`config.mk`:
```
export PLATFORM = sky130hd
export DESIGN_NAME = demux32b_stream_flat
export DESIGN_NICKNAME = d
export VERILOG_FILES = /design/src/rtl/demux32b_stream_if.sv /design/src/rtl/demux32b_stream.sv /design/src/flat_wrapper.sv
export SDC_FILE = /design/constraint.sdc
export NUM_CORES = 1
export LEC_CHECK = 0
export BUFFER_PORTS_ARGS = -buffer_cell sky130_fd_sc_hd__buf_4
export CAP_MARGIN = 10
export CORE_ASPECT_RATIO = 0.5
export CORE_MARGIN = 5
export CORE_UTILIZATION = 45
export CTS_CLUSTER_SIZE = 16
export DETAILED_ROUTE_END_ITERATION = 8
export PLACE_DENSITY = 0.83
export SLEW_MARGIN = 20
export SYNTH_ARGS = -nofsm -noshare
export SYNTH_HDL_FRONTEND = slang
export SYNTH_SLANG_ARGS = --single-unit
```
`constraint.sdc`:
```
create_clock -name clk -period 11.9 [get_ports clk]
set_clock_uncertainty 0.2 [all_clocks]
set_input_delay 1.19 -clock clk [delete_from_list [all_inputs] [get_ports clk]]
set_output_delay 1.19 -clock clk [all_outputs]
set_load 0.05 [all_outputs]
```
`src/rtl/demux32b_stream_if.sv`:
```
// demux32b_stream_if: input stream, select and four output channels of the 1-to-4 demux; count_ exists only with DEMUX32B_STREAM_COUNT_EN
interface demux32b_stream_if #(parameter int WIDTH = 32);
  logic [WIDTH-1:0] _input;
  logic in_valid;
  logic [1:0] sel;
  logic in_ready;
  logic [WIDTH-1:0] output0_;
  logic [WIDTH-1:0] output1_;
  logic [WIDTH-1:0] output2_;
  logic [WIDTH-1:0] output3_;
  logic [3:0] out_valid;
  logic [3:0] out_ready;
`ifdef DEMUX32B_STREAM_COUNT_EN
  logic [63:0] count_;
  modport slave (input _input, in_valid, sel, out_ready, output in_ready, output0_, output1_, output2_, output3_, out_valid, count_);
  modport master (output _input, in_valid, sel, out_ready, input in_ready, output0_, output1_, output2_, output3_, out_valid, count_);
`else
  modport slave (input _input, in_valid, sel, out_ready, output in_ready, output0_, output1_, output2_, output3_, out_valid);
  modport master (output _input, in_valid, sel, out_ready, input in_ready, output0_, output1_, output2_, output3_, out_valid);
`endif
endinterface

```
`src/rtl/demux32b_stream.sv`:
```
// demux32b_stream: 1-to-4 valid/ready demux with one register slot per channel; DEMUX32B_STREAM_COUNT_EN adds per-channel drain counters
module demux32b_stream #(parameter int WIDTH = 32) (
  input logic clk,
  input logic reset,
  demux32b_stream_if.slave b
);
  logic [WIDTH-1:0] slot_data [4];
  logic [3:0] full;
  logic [3:0] drain;
  logic [3:0] acc;
  assign b.in_ready = !full[b.sel] | b.out_ready[b.sel];
  assign drain = full & b.out_ready;
  assign acc = (b.in_valid & b.in_ready) ? 4'b0001 << b.sel : 4'b0000;
  assign b.out_valid = full;
  assign b.output0_ = slot_data[0];
  assign b.output1_ = slot_data[1];
  assign b.output2_ = slot_data[2];
  assign b.output3_ = slot_data[3];
  // an accept into a draining slot keeps it full, so each channel sustains one word per cycle
  always_ff @(posedge clk) begin
    if (reset) begin
      full <= '0;
      for (int i = 0; i < 4; i++) slot_data[i] <= '0;
    end else begin
      full <= (full & ~drain) | acc;
      for (int i = 0; i < 4; i++) if (acc[i]) slot_data[i] <= b._input;
    end
  end
`ifdef DEMUX32B_STREAM_COUNT_EN
  logic [15:0] cnt [4];
  assign b.count_ = {cnt[3], cnt[2], cnt[1], cnt[0]};
  // drain counters wrap naturally at 16 bits
  always_ff @(posedge clk) begin
    if (reset) for (int i = 0; i < 4; i++) cnt[i] <= '0;
    else for (int i = 0; i < 4; i++) if (drain[i]) cnt[i] <= cnt[i] + 16'd1;
  end
`endif
endmodule

```
`src/flat_wrapper.sv`:
```
// flat-port wrapper written by rule: the top's interface ports become plain ports
module demux32b_stream_flat 
#(parameter int WIDTH = 32)
  (clk, reset, b__input, b_in_valid, b_sel, b_out_ready, b_in_ready, b_output0_, b_output1_, b_output2_, b_output3_, b_out_valid);
  demux32b_stream_if #(.WIDTH(WIDTH)) b_i ();
  input logic clk;
  input logic reset;
  input wire logic [$bits(b_i._input)-1:0] b__input;
  input wire logic [$bits(b_i.in_valid)-1:0] b_in_valid;
  input wire logic [$bits(b_i.sel)-1:0] b_sel;
  input wire logic [$bits(b_i.out_ready)-1:0] b_out_ready;
  output wire logic [$bits(b_i.in_ready)-1:0] b_in_ready;
  output wire logic [$bits(b_i.output0_)-1:0] b_output0_;
  output wire logic [$bits(b_i.output1_)-1:0] b_output1_;
  output wire logic [$bits(b_i.output2_)-1:0] b_output2_;
  output wire logic [$bits(b_i.output3_)-1:0] b_output3_;
  output wire logic [$bits(b_i.out_valid)-1:0] b_out_valid;
  assign b_i._input = b__input;
  assign b_i.in_valid = b_in_valid;
  assign b_i.sel = b_sel;
  assign b_i.out_ready = b_out_ready;
  assign b_in_ready = b_i.in_ready;
  assign b_output0_ = b_i.output0_;
  assign b_output1_ = b_i.output1_;
  assign b_output2_ = b_i.output2_;
  assign b_output3_ = b_i.output3_;
  assign b_out_valid = b_i.out_valid;
  demux32b_stream #(.WIDTH(WIDTH)) u_core (.clk(clk), .reset(reset), .b(b_i));
endmodule
```
==> results of run 1 <==
power by group:
group          internal [mW]  total, mW  switching (mW)
combinational         0.0438      0.169           0.125
clock                  0.366      0.551           0.185
sequential             0.533      0.542         0.00913
total                  0.943       1.26           0.319
worst max-delay path by stage:
stage                         startpoint                                   end  slack [ns]
after floorplan                 b_sel[1]  u_core.slot_data[0][0]$_SDFFCE_PN0P_        7.16
after global placement          b_sel[1]  u_core.slot_data[3][5]$_SDFFCE_PN0P_        8.15
after detailed placement        b_sel[1]  u_core.slot_data[3][6]$_SDFFCE_PN0P_        7.98
after CTS                 b_out_ready[3]                            b_in_ready        8.34
after global routing      b_out_ready[3]                            b_in_ready        8.30
final                     b_out_ready[3]                            b_in_ready        8.34
layout by cell type (no fill, tap or decap), drive strengths merged:
master / count
buf: 181
edfxtp: 128
nor3: 128
nand3b: 34
clkbuf: 18
clkinv: 8
nand2b: 6
bufinv: 5
o31ai: 4
a21oi: 4
dfxtp: 4
nor2b: 4
inv: 2
mux4: 1
or2: 1
nand2: 1
or3b: 1
nand3: 1
per-layer routing:
| metal | track usage (%) | share of wire (%) | vias to the layer above |
|---|---|---|---|
| li1 | - | - | 1701 |
| met1 | 27.2 | 36 | 1923 |
| met2 | 38.0 | 51 | 257 |
| met3 | 6.05 | 9.3 | 43 |
| met4 | 9.28 | 3.1 | 0 |
| met5 | 0 | 0 | - |
cell families (layout without fill, tap and decap cells):
kind of cell           count (synthesis)  count (layout)
AND/OR/NAND/NOR                      176             176
flip-flops                           132             132
buffers and inverters                 41             214
AO/OA/AOI/OAI                          8               8
multiplexers                           1               1
critical path, stage by stage:
cell and delay (ns):
buf_4 0.13, nand2b_1 0.17, mux4_2 0.48, buf_4 0.20
area by class of cell:
type,instances,area (µm²)
fillers,796,4330
inverters,2,7.51
well taps,165,206
repair buffers,181,1360
flip-flops and latches,132,3920
clock buffers,18,429
clock inverters,13,189
multi-input cells,185,1290
sequential cells by signal, indices dropped and copies added, names as in the netlist:
name / flops
u_core.b.out_valid: 4
u_core.slot_data: 128
stage by stage:
| step | worst slack (ns) | instance area [µm²] |
|---|---|---|
| floorplan | 7.16 | 5370 |
| global placement | 8.15 | 6780 |
| detailed placement | 7.98 | 6780 |
| CTS | 8.34 | 7400 |
| global route | 8.30 | 7400 |
| finish | 8.34 | 7400 |
==> impl_metrics.ini, run 1 <==
[finish]
fin_cells = 696
n_antenna_cell = 0
nets = 560
fin_util_pct = 63.1
area_growth_pct = 38.0
drive_gt1_share_pct = 46.7

[synth]
synth-main-ff-cell = edfxtp_1
synth-compound-area-share_pct = 0.933
syn_area_um2 = 5370
synth.top_cell.area_share_pct = 71.6
synthSimpleGateAreaFrac_pct = 21.1
synth_fp_nets = 399
ys_top_cells_by_count = 128 x edfxtp_1, 98 x nor3_1, 34 x nand3b_1
synth.area.top_cells = edfxtp_1 72%, nor3_1 9.1%, nor3_2 5.6%
synth_most_common_cell = edfxtp_1
synth_top_family_by_area = simple AND/OR/NAND/NOR gates
synth.area.mux_share_pct = 0.420
synth_seq_cells = 132
synth-edff-count = 128
syn_inst = 358
synth_seq_area_share_pct = 73.1
yosysWarnings = 0
postSynth.asyncResetShare_pct = 0
synth_xor_area_share_pct = 0
yosysTopAreaCell = edfxtp_1
yosysUniqueCellTypes = 18
synth_fa_ha_area_share_pct = 0
avgSynthCellArea_um2 = 15.0

[clock_tree]
clk_pin_slew_ns = 0.05
ctsRootBufferMaster = clkbuf_16
numCtsBuffers = 17
post-cts-setup-buffer-count = 0
post_cts_resized = 0
clock_latency_ns = 0.41
cts_buffer_depth = 2
hold_buffers = 0
tritoncts = done
htreeDepth = 4
cts.sinks = 132

[route]
dr.pass1.iters = 5
drt-vias-per-instance = 5.64
drt-initial-drc-count = 474
drc = 0
drt_wl_total_mm = 15.8
vias = 3924
ant_nets = 0
wire_per_inst_um = 22.7

[floorplan]
core-area_um2 = 11700
ios = 174
rows = 28
die_w_um = 164
design.die.area_um2 = 14300
initial_utilization_pct = 45.7
die_y_um = 87.2

[sta]
slew-limit-headroom_pct = 26.3
hold_viol_final = 0
setup_violations = 0
holdWs_ns = 0.335
finalCritPeriodShare_pct = 29.9
finalMaxSlewViolations = 0
worst_pin_slew_ns = 1.10
period_needed_ns = 3.56
fmax_mhz = 281
rsz0062_at_grt = false
fin_setup_tns_ns = 0

[worst_setup_path]
cp.required_ns = 10.51
reg2regPathDepth = 4
cp_max_fo = 2
worstSetupPathType = in -> out
reg2reg_slack_ns = 9.45
start_kind = input pin
worstSetupEndpointType = primary output
r2r-end = u_core.slot_data[0][1]$_SDFFCE_PN0P_
critPathArrivalTime_ns = 2.17
timing.rr.start = u_core.b.out_valid[0]$_SDFF_PP0_

[global_routing]
grt_pass1_vias = 3934
antenna_found_initial = 0
grt_use_total_pct = 22.3
grt_first_pass_wirelength_mm = 23.4
grt.overflow.total = 0
grt_max_degree = 38

[worst_hold_path]
min_from = u_core.b.out_valid[0]$_SDFF_PP0_
worstHoldEndpoint = u_core.b.out_valid[0]$_SDFF_PP0_
min_path_type = reg -> reg
hold_path_depth = 2

[place]
dp_hpwl_mm = 9.97
io_buffers = 173
dpl.cell_count = 665
place_congestion = 0.820

[power_and_ir_drop]
ir_worst_vdd_v = 0.0000903
cellLeakagePower_nw = 2.88
p_total_mw = 1.26
p_per_area_nw_per_um2 = 170

[run_status]
status = complete, no violations

[run]
drv_cap = 0
Note: power is estimated with default switching activity, not from simulation.
==> run 2: changes to the inputs <==
--- a/config.mk
+++ b/config.mk
@@ -12,7 +12,7 @@
 export CORE_UTILIZATION = 45
 export CTS_CLUSTER_SIZE = 16
 export DETAILED_ROUTE_END_ITERATION = 8
-export PLACE_DENSITY = 0.83
+export PLACE_DENSITY = 0.86
 export SLEW_MARGIN = 20
 export SYNTH_ARGS = -nofsm -noshare
 export SYNTH_HDL_FRONTEND = slang
==> constraint.sdc (replaced) <==
create_clock -name clk -period 3.2 [get_ports clk]
set_clock_uncertainty 0.2 [all_clocks]
set_input_delay 0.32 -clock clk [delete_from_list [all_inputs] [get_ports clk]]
set_output_delay 0.32 -clock clk [all_outputs]
set_load 0.05 [all_outputs]
==> run 2 against run 1 <==
Against the previous run: sequential share of layout area barely moved; design area is essentially flat; combinational power increased to 3.7 times the previous value; worst setup slack lost 7.4 ns.
==> impl_metrics.ini, run 2 (same netlist as run 1, synthesis figures left out) <==
[run_status]
status = complete, no violations

[floorplan]
core-area_um2 = 11700
initial_utilization_pct = 45.7
rows = 28
die_w_um = 164
ios = 174
design.die.area_um2 = 14300
die_y_um = 87.2

[finish]
final_common_cell = buf_4
nets = 564
final_cell_mix = 185 x buf_4, 128 x edfxtp_1, 98 x nor3_1
fin_util_pct = 63.1
top_register = u_core.slot_data
largest_reg_flops = 128
n_antenna_cell = 0
fillers = 784
drive_gt1_share_pct = 47.1
area_growth_pct = 37.9

[clock_tree]
post_cts_resized = 0
htreeDepth = 4
numCtsBuffers = 17
cts.sinks = 132
tritoncts = done
hold_buffers = 0
ctsRootBufferMaster = clkbuf_16
clk_pin_slew_ns = 0.05
cts_buffer_depth = 2
post-cts-setup-buffer-count = 0
clock_latency_ns = 0.41

[worst_setup_path]
cp.required_ns = 3.10
start_kind = flop
crit_chain = nor2b_2 > o31ai_4 > buf_4
critPathArrivalTime_ns = 2.13
worstSetupPathType = reg -> reg
max_stage_delay_ns = 0.79
cp_max_fo = 17
worstSetupEndpointType = flop
critPathSlowestCell = o31ai_4

[route]
wire_per_inst_um = 22.5
drc = 0
drt_wl_total_mm = 15.7
drt-initial-drc-count = 387
vias = 3919
dr.pass1.iters = 5
ant_nets = 0
drt-vias-per-instance = 5.60

[place]
io_buffers = 173
dp_hpwl_mm = 9.96
pre_cts_ws_ns = 0.867
place_congestion = 0.830

[worst_hold_path]
min_path_type = in -> reg

[sta]
worst_pin_slew_ns = 0.928
setup_violations = 0
hold_viol_final = 0
rsz0062_at_grt = false
finalCritPeriodShare_pct = 69.9
worst_slack_ns = 0.963
slew-limit-headroom_pct = 38.1
fin_setup_tns_ns = 0
fmax_mhz = 447
period_needed_ns = 2.24
finalMaxSlewViolations = 0

[global_routing]
grt_use_total_pct = 22.2
grt_pass1_vias = 3935
antenna_found_initial = 0
grt_max_degree = 38
grt.overflow.total = 0
grt_first_pass_wirelength_mm = 23.3

[run]
drv_cap = 0

[power_and_ir_drop]
ir_worst_vdd_v = 0.000359
p_per_area_nw_per_um2 = 624
cellLeakagePower_nw = 2.89
[run 2: cell count changes in the layout (fill, tap and decap cells not counted)]
cell and change:
nor2b_4 -1, clkinv_2 +2, buf_4 +4, nand2_1 +1
bufinv_16 -1, nor2b_2 +1, clkinv_1 -1, nand2_2 -1
[run 2: through the flow]
stage          instances  cell area (µm²)  hold WS [ns]  total power, mW
2_1_floorplan        358             5390         0.272             2.45
3_5_place_dp         669             6810         0.321             2.67
5_1_grt              700             7400        0.0401             4.74
3_3_place_gp         669             6810         0.296             2.66
4_1_cts              700             7400        0.0261             4.62
6_report             700             7400        0.0490             4.62
[run 2: power breakdown]
group | switching (mW) | total [mW] | internal, mW
sequential | 0.0308 | 2.01 | 1.98
combinational | 0.468 | 0.633 | 0.165
clock | 0.691 | 1.97 | 1.28
total | 1.19 | 4.62 | 3.43
[run 2: area by class of cell]
class | count | area, µm² | area share, %
sequential | 132 | 3920 | 53.0
timing repair buffer | 185 | 1390 | 18.8
multi-input combinational | 185 | 1280 | 17.3
clock buffer | 18 | 429 | 5.80
tap | 165 | 206 | 2.79
clock inverter | 13 | 165 | 2.23
inverter | 2 | 7.51 | 0.101
[run 2: critical path, delay by kind of cell (launching register included)]
family	cells	cell delay, ns
compound gates	1	0.79
buf+inv	1	0.41
flops	1	0.34
simple gates	1	0.18
[run 2: final timing paths]
kind | from | endpoint | slack, ns | depth (start not counted)
hold / removal | b_out_ready[0] | u_core.b.out_valid[0]$_SDFF_PP0_ | 0.05 | 3
setup / recovery | u_core.b.out_valid[2]$_SDFF_PP0_ | u_core.slot_data[2][13]$_SDFFCE_PN0P_ | 0.96 | 3
setup reg to reg | u_core.b.out_valid[2]$_SDFF_PP0_ | u_core.slot_data[2][13]$_SDFFCE_PN0P_ | 0.96 | 3
hold reg to reg | u_core.b.out_valid[0]$_SDFF_PP0_ | u_core.b.out_valid[0]$_SDFF_PP0_ | 0.33 | 2
[run 2: per-layer routing]
metal | vias up | wire length (µm) | GRT usage, %
li1 | 1707 | - | -
met1 | 1912 | 5750 | 26.0
met2 | 250 | 8130 | 38.3
met3 | 50 | 1230 | 5.96
met4 | 0 | 611 | 10.9
met5 | - | 0 | 0
